<file path="config.mk">
export PLATFORM = sky130hd
export DESIGN_NAME = wb_unit
export DESIGN_NICKNAME = d
export VERILOG_FILES = /design/src/rtl/param.sv /design/src/rtl/def.sv /design/src/rtl/wb_fifo.sv /design/src/rtl/wb_unit.sv
export SDC_FILE = /design/constraint.sdc
export NUM_CORES = 1
export LEC_CHECK = 0
export CAP_MARGIN = 20
export CORE_MARGIN = 1.5
export CORE_UTILIZATION = 53
export DETAILED_ROUTE_END_ITERATION = 6
export PLACE_DENSITY = 0.89
export SETUP_SLACK_MARGIN = 0.5
export SLEW_MARGIN = 20
export SYNTH_ARGS = -nofsm -noshare
export SYNTH_HDL_FRONTEND = slang
export SYNTH_SLANG_ARGS = --single-unit
</file>
<file path="constraint.sdc">
create_clock -name clk -period 3.7 [get_ports clk]
set_clock_uncertainty 0.15 [all_clocks]
set_input_delay 0.74 -clock clk [delete_from_list [all_inputs] [get_ports clk]]
set_output_delay 0.74 -clock clk [all_outputs]
set_load 0.01 [all_outputs]
</file>
<file path="src/rtl/param.sv">
// Global sizing macros shared by the datapath.
// Guarded so the package can supply the same defaults when compiled on its own.
`ifndef Width
`define Width 32
`endif
`ifndef depthReg
`define depthReg 8
`endif

</file>
<file path="src/rtl/def.sv">
// Shared datapath types: register address and a buffered load-return entry.
// Macro fallbacks mirror param.sv so the package is self-contained.
`ifndef Width
`define Width 32
`endif
`ifndef depthReg
`define depthReg 8
`endif

package def;
    typedef logic [$clog2(`depthReg)-1:0] regAddr;

    typedef struct packed {
        regAddr              dest;
        logic [`Width-1:0]   data;
    } wb_entry_t;
endpackage

</file>
<file path="src/rtl/wb_fifo.sv">
// Circular queue of load-return entries; head is readable combinationally.
// Push into a full queue or pop from an empty one is ignored.
module wb_fifo
    import def::*;
#(
    parameter int QDEPTH = 4
) (
    input  logic                    clk,
    input  logic                    rst,
    input  logic                    push,
    input  wb_entry_t               push_entry,
    input  logic                    pop,
    output wb_entry_t               head,
    output logic [$clog2(QDEPTH):0] count,
    output logic                    full,
    output logic                    empty
);
    localparam int PTR_W = $clog2(QDEPTH);
    localparam int CNT_W = PTR_W + 1;

    wb_entry_t        mem [QDEPTH];
    logic [PTR_W-1:0] wr_ptr;
    logic [PTR_W-1:0] rd_ptr;
    logic             do_push;
    logic             do_pop;

    assign full    = (count == CNT_W'(QDEPTH));
    assign empty   = (count == '0);
    assign do_push = push && !full;
    assign do_pop  = pop && !empty;
    assign head    = mem[rd_ptr];

    always_ff @(posedge clk) begin
        if (!rst) begin
            wr_ptr <= '0;
            rd_ptr <= '0;
            count  <= '0;
        end else begin
            if (do_push) wr_ptr <= wr_ptr + 1'b1;
            if (do_pop)  rd_ptr <= rd_ptr + 1'b1;
            if (do_push && !do_pop)      count <= count + 1'b1;
            else if (do_pop && !do_push) count <= count - 1'b1;
        end
    end

    // Storage needs no reset: pointers decide what is valid.
    always_ff @(posedge clk) begin
        if (do_push) mem[wr_ptr] <= push_entry;
    end
endmodule

</file>
<file path="src/rtl/wb_unit.sv">
// Register-file write port owner: ALU > queued load > bypassed load, 1-cycle registered write.
// Losing loads are queued; ld_ready drops only when the queue is full.
module wb_unit
    import def::*;
#(
    parameter int WIDTH     = `Width,
    parameter int DEPTH_REG = `depthReg,
    parameter int QDEPTH    = 4
) (
    input  logic                    clk,
    input  logic                    rst,
    input  logic                    alu_valid,
    input  regAddr                  alu_dest,
    input  logic [WIDTH-1:0]        alu_data,
    input  logic                    ld_issue,
    input  regAddr                  ld_issue_dest,
    input  logic                    ld_valid,
    input  regAddr                  ld_dest,
    input  logic [WIDTH-1:0]        ld_data,
    output logic                    ld_ready,
    output logic                    regWrite,
    output regAddr                  writeRegAdd,
    output logic [WIDTH-1:0]        writeRegData,
    output logic [DEPTH_REG-1:0]    busy,
    output logic [$clog2(QDEPTH):0] q_count
);
    wb_entry_t            head;
    wb_entry_t            push_entry;
    logic                 q_full;
    logic                 q_empty;
    logic                 push;
    logic                 pop;
    logic                 alu_req;
    logic                 ld_acc;
    logic                 wr_en;
    regAddr               wr_addr;
    logic [WIDTH-1:0]     wr_data;
    logic [DEPTH_REG-1:0] busy_set;
    logic [DEPTH_REG-1:0] busy_clr;

    assign ld_ready        = rst && !q_full;
    assign alu_req         = alu_valid && (alu_dest != '0);
    assign ld_acc          = ld_valid && ld_ready;
    assign push_entry.dest = ld_dest;
    assign push_entry.data = ld_data;

    wb_fifo #(.QDEPTH(QDEPTH)) u_fifo (
        .clk        (clk),
        .rst        (rst),
        .push       (push),
        .push_entry (push_entry),
        .pop        (pop),
        .head       (head),
        .count      (q_count),
        .full       (q_full),
        .empty      (q_empty)
    );

    always_comb begin
        wr_en    = 1'b0;
        wr_addr  = '0;
        wr_data  = '0;
        push     = 1'b0;
        pop      = 1'b0;
        busy_set = '0;
        busy_clr = '0;
        if (alu_req) begin
            wr_en   = 1'b1;
            wr_addr = alu_dest;
            wr_data = alu_data;
            push    = ld_acc;
        end else if (!q_empty) begin
            // Dest-0 entries still pop, but leave the port idle.
            pop  = 1'b1;
            push = ld_acc;
            if (head.dest != '0) begin
                wr_en             = 1'b1;
                wr_addr           = head.dest;
                wr_data           = head.data;
                busy_clr[head.dest] = 1'b1;
            end
        end else if (ld_acc && (ld_dest != '0)) begin
            wr_en             = 1'b1;
            wr_addr           = ld_dest;
            wr_data           = ld_data;
            busy_clr[ld_dest] = 1'b1;
        end
        if (ld_issue && (ld_issue_dest != '0)) busy_set[ld_issue_dest] = 1'b1;
    end

    // A re-issue to the register being retired this cycle keeps it busy.
    always_ff @(posedge clk) begin
        if (!rst) begin
            regWrite     <= 1'b0;
            writeRegAdd  <= '0;
            writeRegData <= '0;
            busy         <= '0;
        end else begin
            regWrite <= wr_en;
            if (wr_en) begin
                writeRegAdd  <= wr_addr;
                writeRegData <= wr_data;
            end
            busy <= (busy & ~busy_clr) | busy_set;
        end
    end
endmodule

</file>
---- Word-level counts from Yosys, hierarchy flattened ----
Memory sizes are Yosys's and may differ from the RTL's. A register that Yosys moved wholly into a read port is not among the register bits.
Index checks and enable logic that the tools add are counted.
Widths: inputs -> output; s select.
storage, ports and cells
  flip-flop bits (word level) ............. 51
  memory bits (writable) .................. 140
  bits of input ports ..................... 78
  output and inout bits ................... 48
  memories ................................ 1
memory list
  name        words  bits a word  rd ports  clocked after memory_dff  wr ports  line           source
  u_fifo.mem  4      35           1         1                         1         wb_fifo.sv:21  wb_entry_t mem [QDEPTH];
operators by class
  add/subtract/negate cells ............... 4
  magnitude comparators ................... 6
  eq/ne operators ......................... 1
  multiplexer cells ....................... 33
  bitwise logic cells ..................... 3
  reduce and logical (&&, ||, !) cells .... 22
operators by type and width
  cell                 number
  $mux 32              4
  $mux 8               5
  $mux 3               6
  $mux 1               13
  $logic_and 1x1->1    12
  $lt 3x4->1 const B   3
  $reduce_bool 3->1    4
  $demux 1 s3          3
  $ge 3x1->1 const B   3
  $and 8x8->8          1
  $not 8->8            1
  $or 8x8->8           1
  $add 2x1->2 const B  2
  $logic_not 1->1      4
  $mux 2               2
  $add 3x1->3 const B  1
  $eq 3x3->1 const B   1
  $logic_not 3->1      1
  $sub 3x1->3 const B  1
  $reduce_bool 2->1    1

---- Longest topological paths before layout ----
Gate-level depths: netlist of the first run.
  depth in word-level cells ............... 11
  mapped depth ............................ 9

---- By module ----
From an unflattened synthesis of the first run, not the netlist that was laid out.
second synthesis, totals
  cells, all modules ...................... 507
  area, all modules ....................... 7927.6 µm²
by module, submodules not included
  module   instances  cells an instance  area an instance (µm²)  sequential area each (µm²)
  wb_fifo  1          231                5591.6                  4384.2
  wb_unit  1          276                2336.0                  880.8

---- Worst setup path before layout of the first run ----
OpenSTA, ideal clock, no wires.
  path kind ............................... in2reg
  start ................................... input port alu_dest[0]
  end ..................................... register u_fifo.count[2]
  data arrival time ....................... 2737 ps
  path slack .............................. 737 ps
  stages on the path ...................... 9
  path buffers ............................ 0
  path through ............................ o31ai_1 > o21ai_0 > and2_1 > ha_1 > inv_1 > fa_1 > xor2_1 > or3_1 > a21boi_0
on the way
  longest elaborated chain between the ends .. 7
RTL lines
  what                         line           source
  start, declared              wb_unit.sv:13  input regAddr alu_dest,
  $reduce_bool 3->1 (*)        wb_unit.sv:42  assign alu_req = alu_valid && (alu_dest != '0);
  $logic_and 1x1->1 (*)        wb_unit.sv:42
  $mux 1 (*)                   wb_unit.sv:67  if (alu_req) begin
  $logic_and 1x1->1 (*)        wb_fifo.sv:29  assign do_push = push && !full;
  via u_fifo.do_push           wb_fifo.sv:24  logic do_push;
  $logic_not 1->1              wb_fifo.sv:42  else if (do_pop && !do_push) count <= count - 1'b1;
  $logic_and 1x1->1            wb_fifo.sv:42
  $reduce_bool 2->1 (no line)  -
  end signal, assigned         wb_fifo.sv:41  if (do_push && !do_pop) count <= count + 1'b1;
  end signal, assigned         wb_fifo.sv:42
  end, declared                wb_fifo.sv:14  output logic [$clog2(QDEPTH):0] count,
The timed path passes the listed nets; every way through them passes the cells marked *.
A chain may end at the register's enable or synchronous reset.

---- Final worst setup path of the first run ----
  start ................................... input port alu_valid
  end ..................................... register u_fifo.count[2]
on the way
  longest elaborated chain between the ends .. 6
RTL lines
  what                         line           source
  start, declared              wb_unit.sv:12  input logic alu_valid,
  $logic_and 1x1->1 (*)        wb_unit.sv:42
  $mux 1 (*)                   wb_unit.sv:67
  $logic_and 1x1->1 (*)        wb_fifo.sv:29
  via u_fifo.do_push           wb_fifo.sv:24
  $logic_not 1->1              wb_fifo.sv:42
  $logic_and 1x1->1            wb_fifo.sv:42
  $reduce_bool 2->1 (no line)  -
Marked as above.

==> flow_results.xml, run 1 <==
<?xml version="1.0" encoding="UTF-8"?>
<metrics>
  <group name="cells_and_area">
    <metric name="multiInputGateArea" unit="sq um">2370</metric>
    <metric name="most_common_cell_after_layout_fill_and_taps_aside" unit="">edfxtp_1</metric>
    <metric name="num_antenna_cells" unit="">0</metric>
    <metric name="fillCellCount" unit="">944</metric>
    <metric name="leading_cell_types_in_the_layout_fill_and_taps_excluded" unit="">edfxtp_1, clkdlybuf4s50_1, dfxtp_1</metric>
    <metric name="design_area" unit="sq um">9890</metric>
    <metric name="fraction_of_layout_cells_with_a_size_suffix_above_1" unit="%">14.2</metric>
    <metric name="synthToLayoutAreaGrowth" unit="%">26.7</metric>
    <metric name="layout.area.seq" unit="sq um">5270</metric>
    <metric name="final-instance-count-excl-fill" unit="">853</metric>
    <metric name="final_net_count" unit="">740</metric>
  </group>
  <group name="job">
    <metric name="timing.max_cap.violations" unit="">0</metric>
  </group>
  <group name="logic_synthesis">
    <metric name="syn_inst" unit="">531</metric>
    <metric name="synth.area.top_cells" unit="">edfxtp_1, dfxtp_1, mux4_2</metric>
    <metric name="post-synth-top-area-cell" unit="">edfxtp_1</metric>
    <metric name="syn_area" unit="sq um">7810</metric>
    <metric name="register_bit_total_from_synthesis" unit="">193</metric>
    <metric name="syn_nets" unit="">615</metric>
    <metric name="synth_seq_area_share" unit="%">67.4</metric>
    <metric name="post_synth_num_cell_types" unit="">44</metric>
    <metric name="postSynthAreaPerCell" unit="sq um">14.7</metric>
    <metric name="yosys_warnings" unit="">0</metric>
    <metric name="synth_top_area_share" unit="%">53.8</metric>
  </group>
  <group name="detailed_routing">
    <metric name="drtAntennaViolNets" unit="">0</metric>
    <metric name="routed-wl-met3" unit="mm">1.27</metric>
    <metric name="wl_per_cell" unit="um">21.9</metric>
    <metric name="route.final.wire_length" unit="mm">18.7</metric>
    <metric name="route.detailed.drc" unit="">0</metric>
    <metric name="drt-met1-wl" unit="mm">7.14</metric>
    <metric name="dr.max_layer_used" unit="">met4</metric>
    <metric name="drt-initial-drc-count" unit="">505</metric>
    <metric name="drt_pre_antenna_iters" unit="">6</metric>
    <metric name="vias" unit="">5275</metric>
    <metric name="detail_route.vias_per_cell" unit="">6.18</metric>
    <metric name="routed-wl-met2" unit="mm">9.70</metric>
  </group>
  <group name="outcome">
    <metric name="status" unit="">completed</metric>
  </group>
  <group name="sta">
    <metric name="period_needed" unit="ps">3010</metric>
    <metric name="grt_setup_unrepaired" unit="">false</metric>
    <metric name="timing.final.crit_share" unit="%">81.4</metric>
    <metric name="worst_slew_pin_slew" unit="ps">566</metric>
    <metric name="max_clock_freq" unit="GHz">0.332</metric>
    <metric name="timing.final.hold_violations" unit="">0</metric>
    <metric name="setup_violations" unit="">0</metric>
    <metric name="maxSlewHeadroom" unit="%">62.3</metric>
    <metric name="final_max_slew_viol_count" unit="">0</metric>
    <metric name="setup_total_negative_slack" unit="ps">0</metric>
  </group>
  <group name="placement">
    <metric name="dp_hpwl" unit="mm">11.2</metric>
    <metric name="placed_cell_area" unit="sq um">9280</metric>
    <metric name="placed_cells_incl_taps" unit="">821</metric>
    <metric name="placement.io_buffers" unit="">125</metric>
    <metric name="routabilityCongestion" unit="">0.790</metric>
  </group>
  <group name="setup_path">
    <metric name="critical_path_at" unit="ps">3220</metric>
    <metric name="worst_ep_required_time" unit="ps">3910</metric>
    <metric name="worst_setup_path_end_kind" unit="">flip-flop</metric>
    <metric name="cp_max_fo" unit="">4</metric>
    <metric name="start_kind" unit="">input pin</metric>
    <metric name="setup.worst_path.class" unit="">input pin to flip-flop</metric>
  </group>
  <group name="cts">
    <metric name="cts-root-to-sink-buffers" unit="">2</metric>
    <metric name="clock-sinks" unit="">193</metric>
    <metric name="cts_tree" unit="">built</metric>
    <metric name="cts_hold_buf" unit="">0</metric>
    <metric name="htree_num_levels" unit="">4</metric>
    <metric name="clkTransAtPathRegs" unit="ps">60</metric>
    <metric name="ctsRootBufferMaster" unit="">clkbuf_16</metric>
    <metric name="cts_resized" unit="">0</metric>
    <metric name="post_cts_buffers" unit="">0</metric>
    <metric name="cts_buffers" unit="">17</metric>
    <metric name="worstSkewPairLatency" unit="ps">440</metric>
  </group>
  <group name="power_and_ir_drop">
    <metric name="leakagePower" unit="uW">0.00336</metric>
    <metric name="power.switching_fraction" unit="%">27.6</metric>
    <metric name="comb_power_share" unit="%">26.0</metric>
    <metric name="power_report.internal_total" unit="uW">4550</metric>
    <metric name="p_sw" unit="uW">1730</metric>
    <metric name="cellPowerDensity" unit="nW/um^2">635</metric>
    <metric name="proportion_of_power_drawn_by_flip_flops_and_latches" unit="%">43.7</metric>
    <metric name="power.share.clock" unit="%">30.3</metric>
    <metric name="ir_worst_vdd" unit="mV">0.372</metric>
  </group>
  <group name="global_routing">
    <metric name="grt_first_pass_wirelength" unit="mm">29.3</metric>
    <metric name="grt_start_max_net_pins" unit="">41</metric>
    <metric name="antenna_found_initial" unit="">0</metric>
    <metric name="gr-usage-all-layers" unit="%">24.9</metric>
    <metric name="first_global_vias" unit="">5521</metric>
    <metric name="globalRoute.totalOverflow" unit="">0</metric>
  </group>
  <group name="floorplanning">
    <metric name="die-area" unit="sq um">15500</metric>
    <metric name="design.portCount" unit="">126</metric>
    <metric name="fp.coreArea" unit="sq um">14500</metric>
    <metric name="initial_utilization" unit="%">53.9</metric>
    <metric name="die_h" unit="um">124</metric>
    <metric name="die_width" unit="um">124</metric>
    <metric name="num_rows" unit="">44</metric>
  </group>
  <group name="hold_path">
    <metric name="hold_path.class" unit="">flip-flop to flip-flop</metric>
  </group>
</metrics>
[cell usage after synthesis]
master,instances
o221ai_1,1
o31ai_1,1
and2_0,1
buf_1,2
a21oi_1,35
xnor2_1,4
nand4_1,3
a21boi_0,8
nand2_1,37
mux2i_1,1
nor3b_1,1
or2_1,1
and2_1,9
or2_2,1
or3_1,5
dfxtp_1,53
buf_2,3
o21ai_1,3
nor2_1,5
fa_1,1
o31a_1,1
xor2_1,1
nand3b_1,1
buf_6,5
a222oi_1,2
ha_1,5
nand4bb_1,1
a22o_1,2
o32a_1,4
and4bb_2,1
nand3_1,5
o211ai_1,1
mux4_2,35
inv_1,6
nor2b_1,8
nor3_4,1
a31oi_1,34
clkbuf_1,25
edfxtp_1,140
and3_1,36
nor3_1,2
nand2b_1,2
clkbuf_2,2
o21ai_0,36
[power groups by stage]
stage	Combinational [uW]	Sequential [uW]	Clock, uW
6_report	1630	2750	1900
5_1_grt	1750	2770	2010
4_1_cts	1640	2750	1930
3_5_place_dp	1620	2780	0
3_3_place_gp	1560	2770	0
2_1_floorplan	832	2830	0
[final timing paths]
check,to,slack (ps),cells after the start,from
max,u_fifo.count[2]$_SDFFE_PN0P_,690,10,alu_valid
min,busy[0]$_SDFF_PN0_,340,1,busy[0]$_SDFF_PN0_
max reg2reg,writeRegData[1]$_SDFFE_PN0P_,1030,6,flip-flop
min reg2reg,busy[0]$_SDFF_PN0_,340,1,busy[0]$_SDFF_PN0_
[through the flow]
stage	setup WS (ps)	hold slack [ps]	util (%)	power, uW
2_1_floorplan	737	352	-	3660
3_3_place_gp	418	297	64.1	4330
3_5_place_dp	285	303	64.1	4400
4_1_cts	709	338	68.3	6310
5_1_grt	520	380	68.3	6540
6_report	687	338	68.3	6280
[registers in the layout, summed over array words and instances (netlist names), named ones only]
register	cells
writeRegData	32
regWrite	1
u_fifo.wr_ptr	2
u_fifo.rd_ptr	2
u_fifo.mem	140
writeRegAdd	3
u_fifo.count	3
busy	8
[per-layer routing]
layer | vias to the layer above | GRT usage, %
met2 | 270 | 42.0
met4 | 0 | 12.8
met1 | 2632 | 30.3
met5 | - | 0
li1 | 2316 | -
met3 | 57 | 5.41
[area by class of cell]
| type | count | area share, % |
|---|---|---|
| Tap cell | 184 | 2.33 |
| Inverter | 6 | 0.228 |
| Timing Repair Buffer | 143 | 14.0 |
| Clock buffer | 23 | 4.95 |
| Clock inverter | 9 | 1.28 |
| Multi-Input combinational cell | 295 | 24.0 |
| Sequential cell | 193 | 53.3 |
[worst max-delay path, stage by stage]
cell and delay, ps:
clkdlybuf4s50_1 580, o31ai_4 110, o21ai_0 260, and2_1 240, ha_1 210, inv_1 60, fa_1 380, xor2_1 170
or3_1 290, a21boi_0 170
[logic make-up after synthesis]
logic type,after synthesis,share of synthesized area [%]
adders and majority gates,6,1.06
xor gates and xnor gates,5,0.561
buffers and inverters,43,2.63
and+or+nand+nor,120,8.46
muxes,36,10.2
DFF,193,67.4
AOI/OAI and AO/OA,128,9.65
No activity file was read; power rests on OpenSTA's default activity.
==> inputs of run 2 (changes only) <==
==> constraint.sdc (replaced) <==
create_clock -name clk -period 2.87 [get_ports clk]
set_clock_uncertainty 0.15 [all_clocks]
set_input_delay 0.574 -clock clk [delete_from_list [all_inputs] [get_ports clk]]
set_output_delay 0.574 -clock clk [all_outputs]
set_load 0.01 [all_outputs]
==> run 2 against run 1 <==
  * Die area unchanged
  * Wire length increased by 2.4%
  * Core utilization increased by 1.5 points
  * Clock power increased by 31%
  * Sequential share of layout area decreased by 1.1 points
  * Power increased by 32%
  * Critical endpoint unchanged
  * The run now ends with design-rule violations left
  * Highest routed layer unchanged
  * First-iteration DRC count decreased by 1.2%
  * Cell count increased by 1.4%
  * Sequential cell count unchanged
  * Hold slack got worse by 3.6 ps
==> flow_results.xml, run 2 (same netlist as run 1, synthesis figures left out) <==
<?xml version="1.0" encoding="UTF-8"?>
<metrics>
  <group name="outcome">
    <metric name="status" unit="">finished with violations</metric>
    <metric name="failing_checks" unit="">design-rule violations</metric>
  </group>
  <group name="cells_and_area">
    <metric name="fillCellCount" unit="">924</metric>
    <metric name="largest_register_ff_count" unit="">140</metric>
    <metric name="largest_registers" unit="">u_fifo.mem: 140 flops, writeRegData: 32 flops, busy: 8 flops</metric>
    <metric name="layout.area.seq" unit="sq um">5280</metric>
    <metric name="num_antenna_cells" unit="">0</metric>
    <metric name="most_common_cell_after_layout_fill_and_taps_aside" unit="">edfxtp_1</metric>
    <metric name="fraction_of_layout_cells_with_a_size_suffix_above_1" unit="%">17.6</metric>
    <metric name="final_net_count" unit="">752</metric>
    <metric name="leading_cell_types_in_the_layout_fill_and_taps_excluded" unit="">edfxtp_1, clkdlybuf4s50_1, dfxtp_1</metric>
    <metric name="largest_register" unit="">u_fifo.mem</metric>
    <metric name="synthToLayoutAreaGrowth" unit="%">29.5</metric>
    <metric name="multiInputGateArea" unit="sq um">2420</metric>
  </group>
  <group name="detailed_routing">
    <metric name="vias" unit="">5325</metric>
    <metric name="detail_route.vias_per_cell" unit="">6.16</metric>
    <metric name="route.final.wire_length" unit="mm">19.1</metric>
    <metric name="drt-initial-drc-count" unit="">499</metric>
    <metric name="wl_per_cell" unit="um">22.1</metric>
    <metric name="drtAntennaViolNets" unit="">0</metric>
    <metric name="route.detailed.drc" unit="">3</metric>
    <metric name="drt_pre_antenna_iters" unit="">7</metric>
  </group>
  <group name="sta">
    <metric name="max_clock_freq" unit="GHz">0.420</metric>
    <metric name="worst_slew_pin_slew" unit="ps">463</metric>
    <metric name="maxSlewHeadroom" unit="%">69.1</metric>
    <metric name="final_max_slew_viol_count" unit="">0</metric>
    <metric name="timing.final.hold_violations" unit="">0</metric>
    <metric name="setup_total_negative_slack" unit="ps">0</metric>
    <metric name="finalWorstSetupSlack" unit="ps">491</metric>
    <metric name="grt_setup_unrepaired" unit="">true</metric>
    <metric name="timing.final.crit_share" unit="%">82.9</metric>
    <metric name="period_needed" unit="ps">2380</metric>
    <metric name="setup_violations" unit="">0</metric>
    <metric name="worst_hold_slack" unit="ps">335</metric>
  </group>
  <group name="setup_path">
    <metric name="worst_path_most_repeated_cell" unit="">and2_4</metric>
    <metric name="regToRegEndpoint" unit="">writeRegData[27]$_SDFFE_PN0P_</metric>
    <metric name="timing.reg2reg.setup_slack" unit="ps">540</metric>
    <metric name="start_kind" unit="">input pin</metric>
    <metric name="worst_setup_path_end_kind" unit="">flip-flop</metric>
    <metric name="crit_path_end" unit="">u_fifo.count[2]$_SDFFE_PN0P_</metric>
    <metric name="cp_max_fo" unit="">3</metric>
    <metric name="critical_path_at" unit="ps">2600</metric>
    <metric name="critical_path.startpoint" unit="">ld_valid</metric>
    <metric name="setup.worst_path.class" unit="">input pin to flip-flop</metric>
    <metric name="crit_path_cell_trace" unit="">clkdlybuf4s50_1, and2_4, and2_4, ha_4, inv_1, fa_2, xor2_1, or3_1, a21boi_2</metric>
    <metric name="worst_ep_required_time" unit="ps">3090</metric>
    <metric name="worst-r2r-cell-count" unit="">6</metric>
    <metric name="critical-path-slowest-cell" unit="">clkdlybuf4s50_1</metric>
    <metric name="crit_path_largest_cell_delay" unit="ps">490</metric>
  </group>
  <group name="floorplanning">
    <metric name="die_width" unit="um">124</metric>
    <metric name="fp.coreArea" unit="sq um">14500</metric>
    <metric name="initial_utilization" unit="%">53.9</metric>
    <metric name="die_h" unit="um">124</metric>
    <metric name="design.portCount" unit="">126</metric>
    <metric name="die-area" unit="sq um">15500</metric>
    <metric name="num_rows" unit="">44</metric>
  </group>
  <group name="power_and_ir_drop">
    <metric name="totalPowerFinal" unit="uW">8270</metric>
    <metric name="leakagePower" unit="uW">0.00345</metric>
    <metric name="ir_worst_vdd" unit="mV">0.470</metric>
    <metric name="cellPowerDensity" unit="nW/um^2">818</metric>
  </group>
  <group name="global_routing">
    <metric name="grt_first_pass_wirelength" unit="mm">30.2</metric>
    <metric name="globalRoute.totalOverflow" unit="">0</metric>
    <metric name="antenna_found_initial" unit="">0</metric>
    <metric name="first_global_vias" unit="">5579</metric>
    <metric name="grt_start_max_net_pins" unit="">37</metric>
    <metric name="gr-usage-all-layers" unit="%">25.7</metric>
  </group>
  <group name="cts">
    <metric name="clock-sinks" unit="">193</metric>
    <metric name="ctsRootBufferMaster" unit="">clkbuf_16</metric>
    <metric name="worstSkewPairLatency" unit="ps">430</metric>
    <metric name="cts_buffers" unit="">17</metric>
    <metric name="cts_tree" unit="">built</metric>
    <metric name="clkTransAtPathRegs" unit="ps">70</metric>
    <metric name="htree_num_levels" unit="">4</metric>
    <metric name="cts-root-to-sink-buffers" unit="">2</metric>
  </group>
  <group name="job">
    <metric name="timing.max_cap.violations" unit="">0</metric>
  </group>
  <group name="placement">
    <metric name="routabilityCongestion" unit="">0.810</metric>
    <metric name="place_ws" unit="ps">-80.0</metric>
    <metric name="dp_hpwl" unit="mm">11.6</metric>
    <metric name="placement.io_buffers" unit="">125</metric>
  </group>
  <group name="hold_path">
    <metric name="hold_path.class" unit="">flip-flop to flip-flop</metric>
  </group>
</metrics>
## run 2: worst min path at each step
stage	startpoint	end	slack, ps	cells past startpoint
2_1_floorplan	busy[1]$_SDFF_PN0_	busy[1]$_SDFF_PN0_	350	2
3_3_place_gp	busy[0]$_SDFF_PN0_	busy[0]$_SDFF_PN0_	300	1
3_5_place_dp	busy[0]$_SDFF_PN0_	busy[0]$_SDFF_PN0_	310	1
4_1_cts	busy[0]$_SDFF_PN0_	busy[0]$_SDFF_PN0_	330	1
5_1_grt	busy[0]$_SDFF_PN0_	busy[0]$_SDFF_PN0_	350	1
6_report	busy[0]$_SDFF_PN0_	busy[0]$_SDFF_PN0_	330	1
## run 2: routing by layer
| metal | wire length [um] | part of all wire [%] | vias up | global-route usage, % |
|---|---|---|---|---|
| li1 | - | - | 2351 | - |
| met1 | 7390 | 39 | 2659 | 31.5 |
| met2 | 9940 | 52 | 263 | 43.7 |
| met3 | 1160 | 6.1 | 52 | 4.90 |
| met4 | 614 | 3.2 | 0 | 12.6 |
| met5 | 0 | 0 | - | 0 |
## run 2: worst max-delay path, delay by kind of cell
family | cells | cell delay, ps
XOR/XNOR | 1 | 180
buffers and inverters | 2 | 560
AND/OR/NAND/NOR | 3 | 670
adder cells (fa/ha/maj) | 2 | 490
AO/OA/AOI/OAI | 1 | 130
## run 2: final cells by class
| class | instances | share of cell area (%) |
|---|---|---|
| Sequential cell | 193 | 52.2 |
| Multi-Input combinational cell | 295 | 23.9 |
| Timing Repair Buffer | 155 | 15.2 |
| Clock buffer | 17 | 4.21 |
| Tap cell | 184 | 2.28 |
| Clock inverter | 15 | 1.99 |
| Inverter | 6 | 0.223 |
## run 2: through the flow
| stage | std cells | cell area [sq um] | util (%) |
|---|---|---|---|
| after CTS | 863 | 10100 | 69.6 |
| after global routing | 865 | 10100 | 69.8 |
| final | 865 | 10100 | 69.8 |
| after global placement | 829 | 9420 | 65.1 |
| after detailed placement | 829 | 9420 | 65.1 |
| after floorplan | 531 | 7860 | - |
## run 2: power by group
group | internal, uW | switching (uW)
logic | 1150 | 1080
clock network | 1400 | 1080
registers | 3340 | 223
## run 2: what timing repair did
item                                    CTS  global route
hold endpoints to repair                  0             0
buffers inserted                          2             2
hold buffers                              0             0
resized for setup                        11             6
endpoints found under the setup margin   38            15
pin swaps                                 0             1
==> inputs of run 3 (changes only) <==
==> constraint.sdc (replaced) <==
create_clock -name clk -period 2.2 [get_ports clk]
set_clock_uncertainty 0.15 [all_clocks]
set_input_delay 0.44 -clock clk [delete_from_list [all_inputs] [get_ports clk]]
set_output_delay 0.44 -clock clk [all_outputs]
set_load 0.01 [all_outputs]
==> run 3 against run 2 <==
  * The flow finishes with violations (negative setup slack)
  * Hold slack got worse by 2.3 ps
  * Combinational power increased by 99%
  * Setup slack got worse by 730 ps
  * Count of clock-buffer cells in the layout up 2
  * Core utilization up 11 points
  * Final area up 16%
  * Sequential cell count unchanged
  * Critical path depth grew 1
  * Power is 49% higher
  * Cell count rose by 9.0%
  * Global-route usage up 5.2 points
  * Critical path type unchanged
  * Critical endpoint unchanged
==> flow_results.xml, run 3 (same netlist as run 1, synthesis figures left out) <==
<?xml version="1.0" encoding="UTF-8"?>
<metrics>
  <group name="setup_path">
    <metric name="crit_path_largest_cell_delay" unit="ps">370</metric>
    <metric name="critical_path_at" unit="ps">2630</metric>
    <metric name="worst_ep_required_time" unit="ps">2400</metric>
    <metric name="critical-path-slowest-cell" unit="">clkdlybuf4s15_1</metric>
    <metric name="start_kind" unit="">input pin</metric>
    <metric name="crit_path_cell_trace" unit="">clkdlybuf4s15_1, o31ai_4, o21ai_4, and2_4, ha_4, inv_2, fa_2, xor2_1, or3_1, a21boi_1</metric>
    <metric name="setup.worst_path.class" unit="">input pin to flip-flop</metric>
    <metric name="worst_setup_path_end_kind" unit="">flip-flop</metric>
    <metric name="cp_max_fo" unit="">4</metric>
  </group>
  <group name="power_and_ir_drop">
    <metric name="leakagePower" unit="uW">0.00435</metric>
    <metric name="cellPowerDensity" unit="nW/um^2">1050</metric>
    <metric name="ir_worst_vdd" unit="mV">0.681</metric>
  </group>
  <group name="floorplanning">
    <metric name="die_h" unit="um">124</metric>
    <metric name="initial_utilization" unit="%">53.9</metric>
    <metric name="num_rows" unit="">44</metric>
    <metric name="fp.coreArea" unit="sq um">14500</metric>
    <metric name="design.portCount" unit="">126</metric>
    <metric name="die-area" unit="sq um">15500</metric>
    <metric name="die_width" unit="um">124</metric>
  </group>
  <group name="hold_path">
    <metric name="hold_path.class" unit="">input pin to flip-flop</metric>
  </group>
  <group name="sta">
    <metric name="setup_violations" unit="">34</metric>
    <metric name="grt_setup_unrepaired" unit="">true</metric>
    <metric name="maxSlewHeadroom" unit="%">69.9</metric>
    <metric name="timing.final.crit_share" unit="%">111</metric>
    <metric name="finalWorstSetupSlack" unit="ps">-234</metric>
    <metric name="period_needed" unit="ps">2430</metric>
    <metric name="final_max_slew_viol_count" unit="">0</metric>
    <metric name="max_clock_freq" unit="GHz">0.411</metric>
    <metric name="worst_slew_pin_slew" unit="ps">452</metric>
    <metric name="timing.final.hold_violations" unit="">0</metric>
  </group>
  <group name="detailed_routing">
    <metric name="route.detailed.drc" unit="">0</metric>
    <metric name="drtAntennaViolNets" unit="">0</metric>
    <metric name="detail_route.vias_per_cell" unit="">6.74</metric>
    <metric name="drt-initial-drc-count" unit="">797</metric>
    <metric name="vias" unit="">6352</metric>
    <metric name="wl_per_cell" unit="um">29.8</metric>
    <metric name="drt_pre_antenna_iters" unit="">5</metric>
    <metric name="route.final.wire_length" unit="mm">28.1</metric>
  </group>
  <group name="job">
    <metric name="timing.max_cap.violations" unit="">0</metric>
  </group>
  <group name="cts">
    <metric name="cts_tree" unit="">built</metric>
    <metric name="worstSkewPairLatency" unit="ps">450</metric>
    <metric name="ctsRootBufferMaster" unit="">clkbuf_16</metric>
    <metric name="clkTransAtPathRegs" unit="ps">70</metric>
    <metric name="clock-sinks" unit="">193</metric>
    <metric name="cts-root-to-sink-buffers" unit="">2</metric>
    <metric name="cts_buffers" unit="">17</metric>
    <metric name="htree_num_levels" unit="">4</metric>
    <metric name="cts_hold_buf" unit="">0</metric>
  </group>
  <group name="cells_and_area">
    <metric name="largest_register" unit="">u_fifo.mem</metric>
    <metric name="design_area" unit="sq um">11700</metric>
    <metric name="final-instance-count-excl-fill" unit="">943</metric>
    <metric name="largest_register_ff_count" unit="">140</metric>
    <metric name="final_net_count" unit="">830</metric>
    <metric name="largest_registers" unit="">u_fifo.mem: 140 flops, writeRegData: 32 flops, busy: 8 flops</metric>
    <metric name="leading_cell_types_in_the_layout_fill_and_taps_excluded" unit="">edfxtp_1, clkdlybuf4s50_1, dfxtp_1</metric>
    <metric name="num_antenna_cells" unit="">0</metric>
    <metric name="layout.core_utilization" unit="%">81.1</metric>
    <metric name="synthToLayoutAreaGrowth" unit="%">50.4</metric>
    <metric name="most_common_cell_after_layout_fill_and_taps_aside" unit="">edfxtp_1</metric>
    <metric name="fraction_of_layout_cells_with_a_size_suffix_above_1" unit="%">34.9</metric>
  </group>
  <group name="outcome">
    <metric name="failing_checks" unit="">negative setup slack</metric>
    <metric name="status" unit="">finished with violations</metric>
  </group>
  <group name="global_routing">
    <metric name="globalRoute.totalOverflow" unit="">0</metric>
    <metric name="grt_first_pass_wirelength" unit="mm">35.8</metric>
    <metric name="first_global_vias" unit="">6090</metric>
    <metric name="gr-usage-all-layers" unit="%">30.9</metric>
    <metric name="grt_start_max_net_pins" unit="">37</metric>
    <metric name="antenna_found_initial" unit="">0</metric>
  </group>
  <group name="placement">
    <metric name="placed_cells_incl_taps" unit="">849</metric>
    <metric name="place_ws" unit="ps">-641</metric>
    <metric name="routabilityCongestion" unit="">0.795</metric>
    <metric name="placed_cell_area" unit="sq um">9670</metric>
    <metric name="placement.io_buffers" unit="">125</metric>
    <metric name="dp_hpwl" unit="mm">11.7</metric>
  </group>
</metrics>
## run 3: worst paths after layout
check,cells after the start,slack [ps],end,start
min,3,330,busy[2]$_SDFF_PN0_,rst
min reg2reg,2,340,busy[2]$_SDFF_PN0_,busy[2]$_SDFF_PN0_
max reg2reg,9,-210,u_fifo.count[2]$_SDFFE_PN0P_,u_fifo.count[2]$_SDFFE_PN0P_
max,10,-230,u_fifo.count[2]$_SDFFE_PN0P_,alu_valid
## run 3: power breakdown
group	switching, uW	internal [uW]	total [uW]
Clock	1500	1700	3200
Combinational	2220	2230	4450
Sequential	297	4360	4660
## run 3: critical path, delay by kind of cell
family | cells | cell delay [ps]
buffers and inverters | 2 | 420
AND/OR/NAND/NOR | 2 | 550
XOR/XNOR | 1 | 200
AO/OA/AOI/OAI | 3 | 550
adder cells (fa/ha/maj) | 2 | 480
## run 3: metal layers
metal | track usage [%] | wire (um) | vias up
li1 | - | - | 2521
met1 | 37.3 | 9780 | 3167
met2 | 52.9 | 14200 | 548
met3 | 7.22 | 2640 | 116
met4 | 13.9 | 1480 | 0
met5 | 0 | 0 | -
## run 3: final cells by class
class,instances,area [sq um]
clock buffers,19,433
clock inverters,13,154
fillers,642,2740
inverters,6,22.5
multi-input cells,295,2770
flip-flops and latches,193,5280
well taps,184,230
repair buffers,233,2850
## run 3: per-stage QoR
stage,hold slack (ps),TNS [ps],total power [uW]
finish,332,-1820,12300
CTS,293,0,11100
detailed placement,303,-36900,7670
global placement,299,-24480,7550
floorplan,344,0,6240
global route,326,-3270,12600
## run 3: what timing repair did
item                                    CTS  global route
pin swaps                                12            34
endpoints found under the setup margin  240           190
cloned                                   14            12
resized for setup                       111           125
setup buffers                            18            18
==> variant 1, RTL diff (config.mk and constraints of run 1) <==
`QDEPTH` is set to 4 in 2 places; all go to 8.
--- a/src/rtl/wb_fifo.sv
+++ b/src/rtl/wb_fifo.sv
@@ -4,5 +4,5 @@
     import def::*;
 #(
-    parameter int QDEPTH = 4
+    parameter int QDEPTH = 8
 ) (
     input  logic                    clk,
--- a/src/rtl/wb_unit.sv
+++ b/src/rtl/wb_unit.sv
@@ -6,5 +6,5 @@
     parameter int WIDTH     = `Width,
     parameter int DEPTH_REG = `depthReg,
-    parameter int QDEPTH    = 4
+    parameter int QDEPTH    = 8
 ) (
     input  logic                    clk,
Ports: changed (resized q_count); port bits go from 126 to 127. The function was not compared with the original's and may differ.
==> variant 1 against run 1 <==
Wire length is 91% higher. Sequential cell count is 144 higher. Power is 81% higher. Area after synthesis is 75% higher. Synthesized cell count is 49% higher. Final area is 69% higher. Setup slack better by 0.0070 ns. Non-clock buffer count is 25 higher. Sequential power is 72% higher. Sequential share of layout area is 4.0 points higher. Via count is 62% higher. Critical path depth is 2 higher. First-iteration DRC count is 110% higher.
==> variant 1: results <==
export IMPL_status="complete, no violations"
export IMPL_fillers=1558
export IMPL_max_slew_margin_rel_pct=54.90
export IMPL_grt_use_total_pct=27.20
export IMPL_cp_slowest_stage_delay_ns=0.48
export IMPL_synth_commonest_cells="edfxtp_1, mux4_2, dfxtp_1"
export IMPL_syn_num_nets=874
export IMPL_synthMuxAreaShare_pct=14.55
export IMPL_clk_path_buf_depth=3
export IMPL_clk_latency_ns=0.51
export IMPL_ys_seq_area_share_pct=69.85
export IMPL_postCtsSetupBuffers=0
export IMPL_drive_gt1_share_pct=23.04
export IMPL_synth_xor_area_share_pct=0.4485
export IMPL_power_leakage_nw=5.267
export IMPL_synth_edff_count=280
export IMPL_drt_iter0_drc=1039
export IMPL_portBuffers=126
export IMPL_reg_top3="u_fifo.mem: 280 flops, writeRegData: 32 flops, busy: 8 flops"
export IMPL_post_drt_wl_per_cell_um=27.50
export IMPL_cts_htree_levels=2
export IMPL_hpwl_um=19710
export IMPL_hp_class="reg -> reg"
export IMPL_worstPathArrival_ns=3.29
export IMPL_cts_inserted_buffers=35
export IMPL_wirelength_um=35700
export IMPL_synth_compound_area_share_pct=8.768
export IMPL_synth_cells=790
export IMPL_cp_max_fo=4
export IMPL_final_nets=1027
export IMPL_synth_fa_ha_area_share_pct=0.6041
export IMPL_peakVddDrop_mv=0.3522
export IMPL_slowest_stage="clkdlybuf4s50_1"
export IMPL_synth_distinct_cells=54
export IMPL_ys_async_sr_fraction_pct=0
export IMPL_grt_max_degree=45
export IMPL_dp_cells=1236
export IMPL_ys_top_cells_by_area="edfxtp_1, mux4_2, dfxtp_1, mux2_2, o21a_1"
export IMPL_gp_congestion=0.7686
export IMPL_avgViaCountPerCell=6.589
export IMPL_grt_pass1_wl_um=53280
export IMPL_first_pass_iters=6
export IMPL_grt_antenna_before_repair=1
export IMPL_grt_pass1_vias=8941
-- variant 1: through the flow --
step	hold slack, ns	setup slack (ns)	area [um2]
floorplan	0.3041	0.01581	13710
global placement	0.2944	0.1796	15570
detailed placement	0.3155	0.08495	15570
CTS	0.3266	0.6085	16680
global route	0.3393	0.5309	16700
finish	0.3269	0.6940	16700
-- variant 1: area by class of cell --
cell class,instances,share of cell area [%]
Sequential cell,337,57.23
Multi-Input combinational cell,395,23.97
Timing Repair Buffer,168,9.574
Clock buffer,44,5.746
Tap cell,330,2.472
Clock inverter,18,0.8765
Inverter,6,0.1349
-- variant 1: worst paths after layout --
check	from	slack, ns	depth (start not counted)	end
worst max-delay path	alu_dest[1]	0.69	12	u_fifo.count[3]$_SDFFE_PN0P_
worst min-delay path	busy[0]$_SDFF_PN0_	0.33	1	busy[0]$_SDFF_PN0_
worst max register to register	register	0.79	6	writeRegData[26]$_SDFFE_PN0P_
worst min register to register	busy[0]$_SDFF_PN0_	0.33	1	busy[0]$_SDFF_PN0_
-- variant 1: per-layer routing --
metal	global-route usage, %	part of all wire, %
met1	34.32	36
met2	44.51	50
met3	5.460	9.7
met4	14.63	4.6
met5	0	0.036
-- variant 1: worst max-delay path: cells and delay by family --
kind,cells,cell delay (ns)
AOI/OAI and AO/OA,4,0.88
buffers and inverters,3,0.69
adders and majority gates,2,0.47
and+or+nand+nor,2,0.42
xor gates and xnor gates,1,0.09
-- variant 1: what timing repair did --
item / 4_1_cts / 5_1_grt
endpoints found under the setup margin: 1 / 1
gates resized for setup: 1 / 3
pin swaps: 0 / 0
-- variant 1: report_power, final --
group / total, W / switching, W / internal [W]
Clock: 0.00342 / 0.00144 / 0.00198
Combinational: 0.00321 / 0.00169 / 0.00152
Sequential: 0.00474 / 0.000341 / 0.00440
==> variant 2, RTL diff (config.mk and constraints of run 1) <==
Without the edit above. Put a register stage on the output `q_count`. The value now appears one clock later. The other outputs are not delayed to match.
--- a/src/rtl/wb_unit.sv
+++ b/src/rtl/wb_unit.sv
@@ -25,4 +25,6 @@
     output logic [$clog2(QDEPTH):0] q_count
 );
+
+    logic [$clog2(QDEPTH):0] q_count_d;
     wb_entry_t            head;
     wb_entry_t            push_entry;
@@ -52,5 +54,5 @@
         .pop        (pop),
         .head       (head),
-        .count      (q_count),
+        .count      (q_count_d),
         .full       (q_full),
         .empty      (q_empty)
@@ -105,4 +107,8 @@
         end
     end
+    always_ff @(posedge clk) begin
+        q_count <= q_count_d;
+    end
+
 endmodule
 
Check against the original RTL: not equivalent (a bounded check fails within 4 cycles, from zero or initial values and one cycle with rst low).
==> variant 2 against run 1 <==
Critical path depth decreased by 4. Area after synthesis is 3.2% higher. Power is 3.1% higher. Wire length up 5.4%. Setup slack got worse by 0.030 ns. Final area rose by 2.2%. Combinational power grew 23%. Sequential cell count increased by 3. Core utilization increased by 0.47 points.
==> variant 2: results <==
export IMPL_peakVddDrop_mv=0.4260
export IMPL_grt_antenna_before_repair=0
export IMPL_synth_commonest_cells="edfxtp_1, a31oi_1, dfxtp_1"
export IMPL_gp_congestion=0.8193
export IMPL_top_layer="met4"
export IMPL_syn_num_nets=636
export IMPL_grt_max_degree=37
export IMPL_first_pass_iters=5
export IMPL_hp_class="reg -> reg"
export IMPL_reg_top3="u_fifo.mem: 140 flops, writeRegData: 32 flops, busy: 8 flops"
export IMPL_hold_path_startpoint="u_fifo.count[1]$_SDFFE_PN0P_"
export IMPL_cp_slowest_stage_delay_ns=0.70
export IMPL_grt_use_total_pct=25.41
export IMPL_fin_crit_sh_pct=82.25
export IMPL_dpl_cell_area_um2=9570
export IMPL_drive_gt1_share_pct=14.43
export IMPL_whs_endpoint="q_count[1]$_DFF_P_"
export IMPL_wl_met2_um=10100
export IMPL_cp_start_kind="register"
export IMPL_hpwl_um=11960
export IMPL_cts_root_buf="clkbuf_16"
export IMPL_dp_slack_ns=0.4322
export IMPL_ys_async_sr_fraction_pct=0
export IMPL_power_leakage_nw=3.274
export IMPL_reg2reg_setup_slack_ns=0.66
export IMPL_post_drt_wl_per_cell_um=22.62
export IMPL_ys_top_cells_by_area="edfxtp_1, dfxtp_1, mux4_2, a31oi_1, o41ai_1"
export IMPL_diodes=0
export IMPL_postCtsSetupBuffers=0
export IMPL_final_nets=757
export IMPL_ys_seq_area_share_pct=66.09
export IMPL_clk_latency_ns=0.43
export IMPL_synth_distinct_cells=40
export IMPL_status="complete, no violations"
export IMPL_max_slew_margin_rel_pct=40.15
export IMPL_wl_met3_um=1764
export IMPL_slowest_stage="mux4_2"
export IMPL_ctsHoldBuffers=0
export IMPL_avgViaCountPerCell=6.437
export IMPL_crit_reg2reg_capture="regWrite$_SDFF_PN0_"
export IMPL_grt_pass1_wl_um=30570
export IMPL_drt_iter0_drc=619
export IMPL_synth_edff_count=140
export IMPL_fillers=935
export IMPL_hold_path_depth=0
export IMPL_grt_pass1_vias=5797
export IMPL_worstPathArrival_ns=3.22
export IMPL_cts_resized=0
export IMPL_m1WireLength_um=7443
export IMPL_cp_max_fo=24
variant 2: changes by cell type after synthesis, moves of 6 or more:
cell / change
and2_1: +30
clkbuf_1: +10
a31oi_1: +29
o41ai_1: +31
and3_1: -31
a21oi_1: -22
o21ai_0: -30
nor2_1: +6
a21boi_0: -8
variant 2: kinds of logic after synthesis:
family	synth area share, %
fa+ha+maj	1.025
compound gates	11.48
xor+xnor	0.4347
mux	9.907
buf+inv	2.810
flops	66.09
simple gates	8.261
variant 2: final cells by class:
class	instances	area (um2)	area share, %
sequential	196	5328	52.68
multi-input combinational	306	2545	25.17
inverter	5	18.77	0.1856
timing repair buffer	147	1449	14.33
clock inverter	14	112.6	1.114
tap	184	230.2	2.277
clock buffer	18	429.2	4.244
variant 2: critical path, delay by kind of cell, from the launching register on:
| family | cells | cell delay [ns] |
|---|---|---|
| AOI/OAI and AO/OA | 1 | 0.24 |
| buffers and inverters | 2 | 0.67 |
| DFF | 1 | 0.40 |
| muxes | 1 | 0.70 |
| and+or+nand+nor | 2 | 0.75 |
variant 2: how the worst max path moves through the flow:
stage | cells after the start | end
2_1_floorplan | 10 | u_fifo.count[2]$_SDFFE_PN0P_
3_3_place_gp | 10 | u_fifo.count[2]$_SDFFE_PN0P_
3_5_place_dp | 10 | u_fifo.count[2]$_SDFFE_PN0P_
4_1_cts | 6 | regWrite$_SDFF_PN0_
5_1_grt | 6 | writeRegData[30]$_SDFFE_PN0P_
6_report | 6 | regWrite$_SDFF_PN0_
variant 2: where the power goes:
part	internal [W]	switching [W]	leakage (nW)
Combinational	0.000912	0.00110	1.29
Clock	0.000920	0.000791	0.253
Sequential	0.00259	0.000157	1.73
Total	0.00443	0.00205	3.27
variant 2: per-layer routing:
layer,GRT usage [%],vias to the layer above
met4,10.41,0
met3,6.200,33
li1,-,2440
met1,31.77,2768
met2,42.95,359
met5,0,-
variant 2: per-stage QoR:
step                      cells  hold WS (ns)  power, W
after floorplan             552        0.2479  0.004007
after global placement      838        0.2776  0.004702
after detailed placement    838        0.2877  0.004773
after CTS                   870        0.2946  0.006478
after global routing        870        0.3058  0.006722
final                       870        0.2972  0.006474
